--- src/rtl/adc_seq_pkg.sv ---
// rtl/adc_seq_pkg.sv - shared types and width helpers for the ADC scan sequencer/averager
package adc_seq_pkg;

    localparam int CH_W_DEF = 5;

    typedef enum logic [1:0] {
        ST_IDLE  = 2'd0,
        ST_ISSUE = 2'd1,
        ST_WAIT  = 2'd2,
        ST_EMIT  = 2'd3
    } seq_state_t;

    // Accumulator width: a full window of max-scale samples cannot overflow.
    function automatic int acc_w(input int data_w, input int avg_log2);
        return data_w + avg_log2;
    endfunction

    // Slot index width; a single-channel scan still gets a 1-bit slot field.
    function automatic int slot_w(input int num_ch);
        return (num_ch <= 1) ? 1 : $clog2(num_ch);
    endfunction

endpackage

--- src/rtl/adc_seq_avg_if.sv ---
// rtl/adc_seq_avg_if.sv - ADC command/response and averaged-result streams (res_min/res_max with ADC_SEQ_MINMAX_EN)
interface adc_seq_avg_if #(
    parameter int CH_W   = 5,
    parameter int DATA_W = 12,
    parameter int SLOT_W = 3
);
    logic              cmd_valid;
    logic [CH_W-1:0]   cmd_channel;
    logic              cmd_startofpacket;
    logic              cmd_endofpacket;
    logic              cmd_ready;

    logic              rsp_valid;
    logic [CH_W-1:0]   rsp_channel;
    logic [DATA_W-1:0] rsp_data;

    logic              res_valid;
    logic              res_ready;
    logic [SLOT_W-1:0] res_slot;
    logic [DATA_W-1:0] res_data;
`ifdef ADC_SEQ_MINMAX_EN
    logic [DATA_W-1:0] res_min;
    logic [DATA_W-1:0] res_max;
`endif

    // Sequencer side
    modport master (
        output cmd_valid, cmd_channel, cmd_startofpacket, cmd_endofpacket,
        input  cmd_ready,
        input  rsp_valid, rsp_channel, rsp_data,
        output res_valid, res_slot, res_data,
`ifdef ADC_SEQ_MINMAX_EN
        output res_min, res_max,
`endif
        input  res_ready
    );

    // ADC system and result consumer side
    modport slave (
        input  cmd_valid, cmd_channel, cmd_startofpacket, cmd_endofpacket,
        output cmd_ready,
        output rsp_valid, rsp_channel, rsp_data,
        input  res_valid, res_slot, res_data,
`ifdef ADC_SEQ_MINMAX_EN
        input  res_min, res_max,
`endif
        output res_ready
    );

endinterface

--- src/rtl/adc_seq_acc.sv ---
// rtl/adc_seq_acc.sv - per-channel sample accumulator, window counter and optional min/max tracker (ADC_SEQ_MINMAX_EN)
module adc_seq_acc
    import adc_seq_pkg::*;
#(
    parameter int DATA_W   = 12,
    parameter int AVG_LOG2 = 4
) (
    input  logic              clk,
    input  logic              resetn,
    input  logic              clear,
    input  logic              add,
    input  logic [DATA_W-1:0] sample,
    output logic              done,
    output logic [DATA_W-1:0] avg
`ifdef ADC_SEQ_MINMAX_EN
    ,
    output logic [DATA_W-1:0] smin,
    output logic [DATA_W-1:0] smax
`endif
);

    localparam int ACC_W = acc_w(DATA_W, AVG_LOG2);
    localparam int CNT_W = AVG_LOG2 + 1;
    localparam logic [CNT_W-1:0] CNT_LAST = CNT_W'((1 << AVG_LOG2) - 1);

    logic [ACC_W-1:0] acc;
    logic [CNT_W-1:0] cnt;

    // Sum and sample count for the current window; clear wins over add.
    always_ff @(posedge clk) begin
        if (!resetn || clear) begin
            acc <= '0;
            cnt <= '0;
        end else if (add) begin
            acc <= acc + ACC_W'(sample);
            cnt <= cnt + CNT_W'(1);
        end
    end

    // The add being presented now closes the window.
    assign done = (cnt == CNT_LAST);

    // Truncating divide by the window length.
    assign avg = acc[ACC_W-1:AVG_LOG2];

`ifdef ADC_SEQ_MINMAX_EN
    // Extremes of the window, restarted with every clear.
    always_ff @(posedge clk) begin
        if (!resetn || clear) begin
            smin <= '1;
            smax <= '0;
        end else if (add) begin
            if (sample < smin) smin <= sample;
            if (sample > smax) smax <= sample;
        end
    end
`endif

endmodule

--- src/rtl/adc_seq_avg.sv ---
// rtl/adc_seq_avg.sv - round-robin ADC scan sequencer with per-channel averaging (option: ADC_SEQ_MINMAX_EN)
module adc_seq_avg
    import adc_seq_pkg::*;
#(
    parameter int NUM_CH   = 8,
    parameter int CH_BASE  = 1,
    parameter int CH_W     = CH_W_DEF,
    parameter int DATA_W   = 12,
    parameter int AVG_LOG2 = 4
) (
    input  logic          clk_clk,
    input  logic          reset_reset_n,
    input  logic          enable,
    output logic          busy,
    output logic          err_sticky,
    adc_seq_avg_if.master bus
);

    localparam int SLOT_W = slot_w(NUM_CH);
    localparam logic [SLOT_W-1:0] SLOT_LAST = SLOT_W'(NUM_CH - 1);

    seq_state_t        state;
    seq_state_t        state_next;
    logic [SLOT_W-1:0] slot;
    logic [CH_W-1:0]   slot_ch;
    logic              rsp_ok;
    logic              emit_done;
    logic              acc_clear;
    logic              acc_done;
    logic [DATA_W-1:0] acc_avg;
`ifdef ADC_SEQ_MINMAX_EN
    logic [DATA_W-1:0] acc_min;
    logic [DATA_W-1:0] acc_max;
`endif

    assign slot_ch   = CH_W'(CH_BASE) + CH_W'(slot);
    assign rsp_ok    = (state == ST_WAIT) && bus.rsp_valid && (bus.rsp_channel == slot_ch);
    assign emit_done = (state == ST_EMIT) && bus.res_ready;
    assign acc_clear = (state == ST_IDLE) || emit_done;

    adc_seq_acc #(
        .DATA_W   (DATA_W),
        .AVG_LOG2 (AVG_LOG2)
    ) u_acc (
        .clk    (clk_clk),
        .resetn (reset_reset_n),
        .clear  (acc_clear),
        .add    (rsp_ok),
        .sample (bus.rsp_data),
        .done   (acc_done),
        .avg    (acc_avg)
`ifdef ADC_SEQ_MINMAX_EN
        ,
        .smin   (acc_min),
        .smax   (acc_max)
`endif
    );

    // State register.
    always_ff @(posedge clk_clk) begin
        if (!reset_reset_n) state <= ST_IDLE;
        else                state <= state_next;
    end

    // Next-state: one command outstanding; enable only matters at channel boundaries.
    always_comb begin
        state_next = state;
        case (state)
            ST_IDLE:  if (enable) state_next = ST_ISSUE;
            ST_ISSUE: if (bus.cmd_ready) state_next = ST_WAIT;
            ST_WAIT: begin
                if (rsp_ok) state_next = acc_done ? ST_EMIT : ST_ISSUE;
            end
            ST_EMIT: begin
                if (bus.res_ready) state_next = enable ? ST_ISSUE : ST_IDLE;
            end
            default:  state_next = ST_IDLE;
        endcase
    end

    // Outputs decoded from registered state; result fields come from stable accumulator registers.
    always_comb begin
        busy                  = (state != ST_IDLE);
        bus.cmd_valid         = (state == ST_ISSUE);
        bus.cmd_startofpacket = (state == ST_ISSUE);
        bus.cmd_endofpacket   = (state == ST_ISSUE);
        bus.cmd_channel       = slot_ch;
        bus.res_valid         = (state == ST_EMIT);
        bus.res_slot          = slot;
        bus.res_data          = (state == ST_EMIT) ? acc_avg : '0;
`ifdef ADC_SEQ_MINMAX_EN
        bus.res_min           = acc_min;
        bus.res_max           = acc_max;
`endif
    end

    // Scan slot advances once the consumer takes a result.
    always_ff @(posedge clk_clk) begin
        if (!reset_reset_n) begin
            slot <= '0;
        end else if (emit_done) begin
            slot <= (slot == SLOT_LAST) ? '0 : slot + SLOT_W'(1);
        end
    end

    // Any response not consumed as the expected sample is an error.
    always_ff @(posedge clk_clk) begin
        if (!reset_reset_n) err_sticky <= 1'b0;
        else if (bus.rsp_valid && !rsp_ok) err_sticky <= 1'b1;
    end

endmodule
--- src/flat_wrapper.sv ---
// flat-port wrapper written by rule: the top's interface ports become plain ports
module adc_seq_avg_flat import adc_seq_pkg::*;
#(
    parameter int NUM_CH   = 8,
    parameter int CH_BASE  = 1,
    parameter int CH_W     = CH_W_DEF,
    parameter int DATA_W   = 12,
    parameter int AVG_LOG2 = 4
)
  (clk_clk, reset_reset_n, enable, busy, err_sticky, bus_cmd_valid, bus_cmd_channel, bus_cmd_startofpacket, bus_cmd_endofpacket, bus_cmd_ready, bus_rsp_valid, bus_rsp_channel, bus_rsp_data, bus_res_valid, bus_res_slot, bus_res_data, bus_res_ready);
  adc_seq_avg_if #(.CH_W(CH_W), .DATA_W(DATA_W)) bus_i ();
  input  logic clk_clk;
  input  logic reset_reset_n;
  input  logic enable;
  output logic busy;
  output logic err_sticky;
  output wire logic [$bits(bus_i.cmd_valid)-1:0] bus_cmd_valid;
  output wire logic [$bits(bus_i.cmd_channel)-1:0] bus_cmd_channel;
  output wire logic [$bits(bus_i.cmd_startofpacket)-1:0] bus_cmd_startofpacket;
  output wire logic [$bits(bus_i.cmd_endofpacket)-1:0] bus_cmd_endofpacket;
  input wire logic [$bits(bus_i.cmd_ready)-1:0] bus_cmd_ready;
  input wire logic [$bits(bus_i.rsp_valid)-1:0] bus_rsp_valid;
  input wire logic [$bits(bus_i.rsp_channel)-1:0] bus_rsp_channel;
  input wire logic [$bits(bus_i.rsp_data)-1:0] bus_rsp_data;
  output wire logic [$bits(bus_i.res_valid)-1:0] bus_res_valid;
  output wire logic [$bits(bus_i.res_slot)-1:0] bus_res_slot;
  output wire logic [$bits(bus_i.res_data)-1:0] bus_res_data;
  input wire logic [$bits(bus_i.res_ready)-1:0] bus_res_ready;
  assign bus_cmd_valid = bus_i.cmd_valid;
  assign bus_cmd_channel = bus_i.cmd_channel;
  assign bus_cmd_startofpacket = bus_i.cmd_startofpacket;
  assign bus_cmd_endofpacket = bus_i.cmd_endofpacket;
  assign bus_i.cmd_ready = bus_cmd_ready;
  assign bus_i.rsp_valid = bus_rsp_valid;
  assign bus_i.rsp_channel = bus_rsp_channel;
  assign bus_i.rsp_data = bus_rsp_data;
  assign bus_res_valid = bus_i.res_valid;
  assign bus_res_slot = bus_i.res_slot;
  assign bus_res_data = bus_i.res_data;
  assign bus_i.res_ready = bus_res_ready;
  adc_seq_avg #(.NUM_CH(NUM_CH), .CH_BASE(CH_BASE), .CH_W(CH_W), .DATA_W(DATA_W), .AVG_LOG2(AVG_LOG2)) u_core (.clk_clk(clk_clk), .reset_reset_n(reset_reset_n), .enable(enable), .busy(busy), .err_sticky(err_sticky), .bus(bus_i));
endmodule
--- config.mk ---
export PLATFORM = sky130hd
export DESIGN_NAME = adc_seq_avg_flat
export DESIGN_NICKNAME = d
export VERILOG_FILES = /design/src/rtl/adc_seq_pkg.sv /design/src/rtl/adc_seq_avg_if.sv /design/src/rtl/adc_seq_acc.sv /design/src/rtl/adc_seq_avg.sv /design/src/flat_wrapper.sv
export SDC_FILE = /design/constraint.sdc
export NUM_CORES = 1
export LEC_CHECK = 0
export CORE_MARGIN = 2
export CORE_UTILIZATION = 64
export DETAILED_ROUTE_END_ITERATION = 16
export DONT_BUFFER_PORTS = 1
export GPL_TIMING_DRIVEN = 0
export HOLD_SLACK_MARGIN = 0.1
export PLACE_DENSITY_LB_ADDON = 0.3
export SLEW_MARGIN = 5
export SYNTH_ARGS = -nofsm -noshare
export SYNTH_HDL_FRONTEND = slang
export SYNTH_HIERARCHICAL = 1
export SYNTH_SLANG_ARGS = --single-unit
--- constraint.sdc ---
create_clock -name clk_clk -period 3.2 [get_ports clk_clk]
set_input_delay 0.32 -clock clk_clk [delete_from_list [all_inputs] [get_ports clk_clk]]
set_output_delay 0.32 -clock clk_clk [all_outputs]
set_load 0.05 [all_outputs]
### Word-level counts from Yosys, hierarchy flattened

Index checks and enable logic that the tools add are counted.

* flip-flop bits (word level): 27
* latch bits: 0
* bits in writable memories: 0
* bits in read-only memories: 0
* logic and storage cells: 39
* memories: 0

* add/subtract/negate cells: 4
* multipliers: 0
* div/mod/pow operators: 0
* order comparisons: 0
* equal/unequal tests: 10
* shift operators: 0
* mux-type cells: 9
* bitwise operators: 0
* reduce and logical (&&, ||, !) cells: 11

Operators with widths (number)
* adder 16 x 12 -> 16 bit: 1
* two-way mux 12 bit: 1
* two-way mux 2 bit: 5
* one-hot mux 2 bit (4 select lines): 1
* inequality test 2 x 1 -> 1 bit, second input constant: 3
* adder 5 x 1 -> 5 bit, second input constant: 1
* == test 5 x 4 -> 1 bit, second input constant: 1
* == test 5 bit: 1
* adder 1 x 3 -> 4 bit, first input constant: 1
* == test 2 bit, second input constant: 2
* logical AND 1 bit: 4
* AND reduction 4 bit: 1
* adder 3 x 1 -> 3 bit, second input constant: 1
* == test 3 bit, second input constant: 1
* two-way mux 3 bit: 1
* == test 2 x 1 -> 1 bit, second input constant: 1
* logical NOT 1 bit: 2
* logical NOT 2 bit: 1
* logical OR 1 bit: 2
* inequality test 2 bit, second input constant: 1
* nonzero test 2 bit: 1
* two-way mux 1 bit: 1

### Depth between registers and ports, before layout

Gate-level depths: netlist of run 1.

* depth in word-level cells: 5
* mapped depth: 10
* mapped depth without buffers: 9

### Hierarchy

The synthesis of run 1 kept the hierarchy.

Modules (own cells, without submodules)
* adc_seq_acc: instances 1, cells each 183, area each 1584.0 µm², sequential area each 420.4 µm²
* adc_seq_avg: instances 1, cells each 65, area each 506.7 µm², sequential area each 120.1 µm²

### Worst setup path before layout of run 1

Ideal clock, no wire load.

* path type: reg2reg
* start point: register u_core.slot[0], in the netlist u_core/bus.res_slot[0]
* end point: register u_core.u_acc.acc[12]
* library setup time: 116 ps
* data arrival time: 2806 ps
* data required time: 3084 ps
* setup slack: 278 ps
* stages on the path, launching flop included: 9
* path buffers: 2
* cells stage by stage: dfxtp_1 > ha_1 > ha_1 > xor2_1 > nor4b_4 > buf_6 > clkbuf_1 > a21oi_1 > a31o_2

* word-level cells in the longest chain between the ends: 3

RTL lines
* start: declaration: line adc_seq_avg.sv:24 `logic [SLOT_W-1:0] slot;`
* start signal: assignment: line adc_seq_avg.sv:102 `slot <= (slot == SLOT_LAST) ? '0 : slot + SLOT_W'(1);`
* adder 1 x 3 -> 4 bit: line adc_seq_avg.sv:36 `assign slot_ch = CH_W'(CH_BASE) + CH_W'(slot);`
* net bus_cmd_channel[2]: line flat_wrapper.sv:18 `output wire logic [$bits(bus_i.cmd_channel)-1:0] bus_cmd_channel;`
* == test 5 bit: line adc_seq_avg.sv:37 `assign rsp_ok = (state == ST_WAIT) && bus.rsp_valid && (bus.rsp_channel == slot_ch);`
* logical AND 1 bit: line adc_seq_avg.sv:37
* net u_core.rsp_ok: line adc_seq_avg.sv:26 `logic rsp_ok;`
* end signal: assignment: line adc_seq_acc.sv:35 `acc <= acc + ACC_W'(sample);`
* end: declaration: line adc_seq_acc.sv:26 `logic [ACC_W-1:0] acc;`

The timed path passes the listed nets, and every way through them passes these cells.
A chain may end at the register's enable or synchronous reset.

### Worst setup path after layout of run 1

* start point: register u_core.slot[1], in the netlist u_core/bus.res_slot[1]
* end point: register u_core.u_acc.acc[15]

Same word-level chain as after synthesis.

==> impl_results.md, run 1 <==
* R2R Path End: u_core/u_acc/acc[15]
* Fin crit share at 93.7%
* Vias in the first global route at 1433
* Initial antenna violation count at 0
* Dpl ws at -0.107 ns
* Dpl cells at 292
* Starting Density at 67.9%
* Max-cap viol count at 0
* Slew Viols, Final at 0
* Critical Path Fanout Max at 18
* CTS clk-pin slew, worst paths at 0.16 ns
* Status: completed
* Die Wd at 61.2 um
* Via count at 1684
* Cell chain of the critical path: ha_1, ha_1, xor2_1, nor4b_4, buf_6, nand3_1, o31ai_1, xnor2_1, nor2_1
* Most common cell on crit path: ha_1
* Syn nets at 288
* GP Congestion at 0.835
* Crit Reg-Reg Startpoint: u_core/bus.res_slot[1]
* Largest net degree at the start of global routing at 19
* Critical Path AT at 3.23 ns
* Placed cell area at 0.00215 mm^2
* First-pass GRT wire length at 6.50 mm
* Area share of fa/ha/maj cells after synthesis at 10.5%
* Top_reg_cell synth: dfxtp_1
* R2R setup slack at 0.20 ns
* Core Region at 0.00308 mm^2
* Fillers at 265
* Antenna cells at 0
* FMAX at 333 MHz
* Crit path required time at 3.43 ns
* H-tree depth at 1
* Peak VDD IR at 0.161 mV
* Fraction of registers with async set/reset at 0%
* Leading cell type in the layout, fill and taps excluded: dfxtp_1
* Design Area, Final at 0.00220 mm^2
* Largest family of logic cells by synthesized area: simple AND/OR/NAND/NOR gates
* Nets at 295
* Vias/cell at 5.65
* Register-to-Register Path Depth at 9
* Number of synthesized register bits at 27
* Pre-antenna DRT Iters at 4
* Post-synthesis mux area share at 5.27%
* Slew HR at 31.5%
* Pwr/cell area at 284 mW/mm^2
* Global Route Usage Sum at 23.0%
* Fin util at 71.6%
* Cts bufs inserted at 3
* Die ar. at 0.00374 mm^2
* Sequential share of the synthesized area at 25.9%
* Worst Setup Start Kind: register
* Worst slew pin tran at 1.03 ns
* Worst hold margin at 0.247 ns
* Layout cells sized above 1 at 16.9%
* Kind of critical path: register to register
* WHS Path Cells at 3
* Crit. Startpoint: u_core/bus.res_slot[1]
* Synth Area in XOR/XNOR at 7.12%
* CTS tree: yes
* Netlist cell types at 52
* Hold endpoint: u_core/state[1]
* Grt ovf at 0
* Area Overhead vs Synth at 5.39%
* Setup crit end kind: register
* Post-synthesis simple-gate area fraction at 23.3%
* Hold WC Path Type: primary input to register
* RSZ-0062 raised after global routing: false
* Root Buffer: clkbuf_4
* Port bufs at 0
* Leakage power at 0.000958 uW
* Maximum buffer depth of the clock tree at 2
* Final hold viol count at 0
* Fin crit period at 3.00 ns
* Clock latency on the worst-skew pair at 0.33 ns
* Ports at 49
* Sink Count at 27
* Worst path slowest cell: dfxtp_1
* Non-filler cells, final at 298
* DRC viols at 0
* CP max stage delay at 0.71 ns
* Synth Area in Compound Gates at 17.6%
* Ys Warns at 6
* Wirelength per Cell at 13.7 um
* Worst setup margin at 0.201 ns
* Post-route ant nets at 0
* Post-synth EDFFs at 0
* Post-Syn Area at 0.00209 mm^2
* Most frequent cells in the layout: dfxtp_1 (26), nor2_1 (22), nand2_1 (21)
* Number of core rows at 20
* Clock Skew at 0.00530 ns
* Synthesized area per cell at 8.43 um^2
* Post-DP HPWL at 3.16 mm
* DR iter-0 viols at 108
* Endpoints failing setup at 0
* Post-synthesis instance total at 248
* Chip height at 61.2 um
* DRT Wirelength at 4.09 mm
* Min-Delay Startpoint: bus_res_ready
==> power by group <==
part           switching [uW]  internal [uW]
logic                    81.4           38.9
clock network             110           47.9
registers                8.01            340
total                     200            427
==> area by class of cell <==
cell class              instances  area, um^2  share of cell area [%]
inverters                       5        18.8                   0.852
multi-input cells             187        1340                    60.7
repair buffers                  3        30.0                    1.36
clock buffers                   3        22.5                    1.02
flip-flops and latches         27         542                    24.6
clock inverters                 1        7.51                   0.341
well taps                      44        55.1                    2.50
plain buffers                  28         190                    8.63
==> stage by stage <==
| step | TNS (ns) | power, uW |
|---|---|---|
| final | 0 | 627 |
| after global routing | 0 | 660 |
| after CTS | 0 | 638 |
| after detailed placement | -0.524 | 470 |
| after global placement | -0.323 | 468 |
| after floorplan | 0 | 455 |
==> layer usage <==
metal  wire length, um  global-route usage [%]  up-vias
met2              1840                    35.1       50
met5                 0                       0        -
met4                13                    4.66        0
li1                  -                       -      866
met1              1960                    34.6      766
met3               277                    3.36        2
==> what timing repair did <==
item                                    CTS  global route
gates resized for setup                   1             0
setup buffers                             0             0
hold buffers                              2             1
endpoints found under the setup margin   11             0
endpoints found under the hold margin     5             1
==> critical path, delay by kind of cell (launching register included) <==
| family | cells | cell delay, ns |
|---|---|---|
| buf+inv | 1 | 0.25 |
| flops | 1 | 0.71 |
| simple gates | 3 | 0.56 |
| fa+ha+maj | 2 | 0.67 |
| compound gates | 1 | 0.27 |
| xor+xnor | 2 | 0.43 |
==> cell families (layout without fill, tap and decap cells) <==
kind of cell               after synthesis  after routing
AOI/OAI and AO/OA                       51             51
xor gates and xnor gates                17             17
adders and majority gates               17             17
buffers and inverters                   34             40
DFF                                     27             27
muxes                                   11             11
other                                    1              1
and+or+nand+nor                         90             90
==> cell usage after synthesis (4+ instances only) <==
library cell / instances / area, um^2
buf_4: 18 / 135
inv_1: 5 / 18.8
nor2b_1: 7 / 43.8
dfxtp_1: 27 / 541
o21ai_1: 5 / 25.0
o21ai_0: 5 / 25.0
mux2i_1: 11 / 110
ha_1: 16 / 200
nand2_1: 21 / 78.8
xnor2_1: 12 / 105
nand3_1: 5 / 25.0
nor2_1: 22 / 82.6
and3_1: 14 / 87.6
a21oi_1: 18 / 90.1
nand2b_1: 4 / 25.0
xor2_1: 5 / 43.8
clkbuf_1: 7 / 26.3
==> flip-flops by register name, summed over array words and instances, names as in the netlist <==
name and flops:
u_core/u_acc/acc 16, u_core/u_acc/cnt 5, u_core/bus.res_slot 3, u_core/state 2
u_core/err_sticky 1
==> worst max path at each step <==
stage,end,slack (ns),cells after the start
after global routing,u_core/u_acc/acc[15],0.02,9
after CTS,u_core/u_acc/acc[15],0.19,9
final,u_core/u_acc/acc[15],0.20,9
after global placement,u_core/u_acc/acc[14],-0.05,8
after detailed placement,u_core/u_acc/acc[12],-0.11,8
after floorplan,u_core/u_acc/acc[12],0.28,8
Power figures use the tool's default switching activity.
==> run 2: changes to the inputs <==
--- a/config.mk
+++ b/config.mk
@@ -6,7 +6,7 @@
 export NUM_CORES = 1
 export LEC_CHECK = 0
 export CORE_MARGIN = 2
-export CORE_UTILIZATION = 64
+export CORE_UTILIZATION = 63
 export DETAILED_ROUTE_END_ITERATION = 16
 export DONT_BUFFER_PORTS = 1
 export GPL_TIMING_DRIVEN = 0
@@ -15,5 +15,4 @@
 export SLEW_MARGIN = 5
 export SYNTH_ARGS = -nofsm -noshare
 export SYNTH_HDL_FRONTEND = slang
-export SYNTH_HIERARCHICAL = 1
 export SYNTH_SLANG_ARGS = --single-unit
==> impl_results.md, run 2 <==
* Status: completed
* Register with the most flip-flops: u_core.u_acc.acc
* Cts bufs inserted at 3
* Most frequent cells in the layout: dfxtp_1 (27), nand2_1 (22), a21oi_1 (20)
* Worst Setup Start Kind: register
* Post-synth EDFFs at 0
* Layout cells sized above 1 at 7.93%
* Initial antenna violation count at 0
* Synth area leader: dfxtp_1
* CTS clk-pin slew, worst paths at 0.15 ns
* Critical Path AT at 3.12 ns
* Syn nets at 263
* Fin crit period at 2.88 ns
* Setup TNS Final at 0 ns
* Port bufs at 0
* Commonest cells in the netlist: dfxtp_1 (27), nand2_1 (22), a21oi_1 (20)
* Largest net degree at the start of global routing at 16
* Final hold viol count at 0
* Top_reg_cell synth: dfxtp_1
* FMAX at 348 MHz
* Grt ovf at 0
* Register area at 541 um^2
* Ports at 49
* Vias in the first global route at 1543
* Post-synthesis instance total at 223
* Postcts setup bufs at 0
* Hold-fix buffers, CTS at 0
* Die ar. at 0.00337 mm^2
* Synthesized area per cell at 8.24 um^2
* Area Overhead vs Synth at 3.61%
* Maximum buffer depth of the clock tree at 2
* Placed cell area at 0.00188 mm^2
* Fin crit share at 89.8%
* Dpl ws at 0.345 ns
* Setup crit end kind: register
* Clock Skew at 0.00958 ns
* DRT Wirelength at 4.14 mm
* Via count at 1599
* Crit path required time at 3.44 ns
* CTS tree: yes
* GP Congestion at 0.959
* Clock latency on the worst-skew pair at 0.34 ns
* Nets at 268
* Dpl cells at 254
* Multi-input logic area at 0.00121 mm^2
* Sequential share of the synthesized area at 29.4%
* Number of core rows at 19
* Root Buffer: clkbuf_4
* Post-cts gate resize count at 0
* Endpoints failing setup at 0
* Ys Warns at 0
* Post-route ant nets at 0
* Sink Count at 27
* Post-Syn Area at 0.00184 mm^2
* Core Region at 0.00276 mm^2
* Largest cells by area after synthesis: dfxtp_1 (29%), ha_1 (11%), xnor2_1 (5.7%), a21oi_1 (5.4%), and3_1 (5.4%)
* Largest register FFs at 16
* Fraction of registers with async set/reset at 0%
* Design Area, Final at 0.00190 mm^2
* Non-filler cells, final at 258
* Most used standard cell by instance count after synthesis: dfxtp_1
* Slew Viols, Final at 0
* Worst slew pin tran at 0.668 ns
* Pre-antenna DRT Iters at 4
* Starting Density at 66.7%
* Die Wd at 58.0 um
* H-tree depth at 1
* Leading cell type in the layout, fill and taps excluded: dfxtp_1
* Slew HR at 55.4%
* Critical Path Fanout Max at 10
* Fin util at 69.1%
* Pwr/cell area at 318 mW/mm^2
* Kind of critical path: register to register
* Fillers at 251
* Netlist cell types at 41
* Post-DP HPWL at 3.21 mm
* Hold WC Path Type: primary input to register
* Worst setup margin at 0.325 ns
* First-pass GRT wire length at 6.58 mm
* Leakage power at 0.000779 uW
* Max-cap viol count at 0
* Global Route Usage Sum at 25.0%
* RSZ-0062 raised after global routing: false
* Chip height at 58.0 um
* Vias/cell at 6.20
* Wirelength per Cell at 16.1 um
* Peak VDD IR at 0.298 mV
* Antenna cells at 0
* Number of synthesized register bits at 27
* Synth top area share at 29.4%
* DR iter-0 viols at 67
* DRC viols at 0
==> run 2: cell types whose count changed after synthesis, sizes merged, moves of 3 or more <==
cell	before	now
o21a	1	4
mux2i	11	1
buf	22	6
nor2b	7	4
o211ai	1	4
a211oi	4	8
nor2	23	18
o31ai	3	0
==> run 2: through the flow <==
step	hold WS, ns	power [uW]
CTS	0.108	605
finish	0.109	605
global placement	0.447	449
detailed placement	0.457	453
global route	0.100	620
floorplan	0.436	438
==> run 2: cell families (layout without fill, tap and decap cells) <==
| group | Yosys count | count (layout) | synth area share (%) |
|---|---|---|---|
| AOI/OAI and AO/OA | 61 | 61 | 21.7 |
| xor gates and xnor gates | 18 | 18 | 8.58 |
| adders and majority gates | 17 | 17 | 12.0 |
| buffers and inverters | 16 | 20 | 4.56 |
| DFF | 27 | 27 | 29.4 |
| muxes | 1 | 1 | 0.545 |
| other | 1 | 1 | 0.204 |
| and+or+nand+nor | 82 | 82 | 23.0 |
==> run 2: path summary, 6_finish.rpt <==
kind	from	endpoint	slack [ns]	depth (start not counted)
worst max-delay path	u_core.bus.res_slot[0]	u_core.err_sticky	0.32	8
worst min-delay path	reset_reset_n	u_core.state[1]	0.11	2
worst max register to register	u_core.bus.res_slot[0]	u_core.err_sticky	0.32	8
worst min register to register	u_core.u_acc.acc[3]	u_core.u_acc.acc[3]	0.47	2
==> run 2: routing by layer <==
metal	wire (um)	track usage [%]	up-vias
li1	-	-	802
met1	1730	27.8	744
met2	2110	46.9	43
met3	237	6.47	10
met4	64	5.98	0
met5	0	0	-
==> run 2: final cells by class <==
class	count	area share, %
Clock inverter	1	0.263
Inverter	4	0.788
Buffer	12	3.61
Clock buffer	3	1.18
Tap cell	31	2.04
Sequential cell	27	28.4
Multi-Input combinational cell	180	63.7
==> run 2: report_power, final <==
group          internal (uW)  switching [uW]
sequential               340            7.65
combinational           29.5            69.1
clock                   47.0             112
total                    416             189
==> run 2: worst max-delay path: stages, from the launching register on <==
cell and delay (ns):
dfxtp_1 0.78, ha_1 0.26, ha_1 0.43, xor2_1 0.26
nor4_2 0.32, nand2_1 0.13, clkbuf_1 0.29, a21oi_1 0.24
nor2b_1 0.06
==> run 3: changes to the inputs <==
--- a/config.mk
+++ b/config.mk
@@ -12,6 +12,7 @@
 export GPL_TIMING_DRIVEN = 0
 export HOLD_SLACK_MARGIN = 0.1
 export PLACE_DENSITY_LB_ADDON = 0.3
+export SKIP_LAST_GASP = 1
 export SLEW_MARGIN = 5
 export SYNTH_ARGS = -nofsm -noshare
 export SYNTH_HDL_FRONTEND = slang
==> results of run 3 <==
The final DEF is identical to that of run 2; final timing and power are the same.
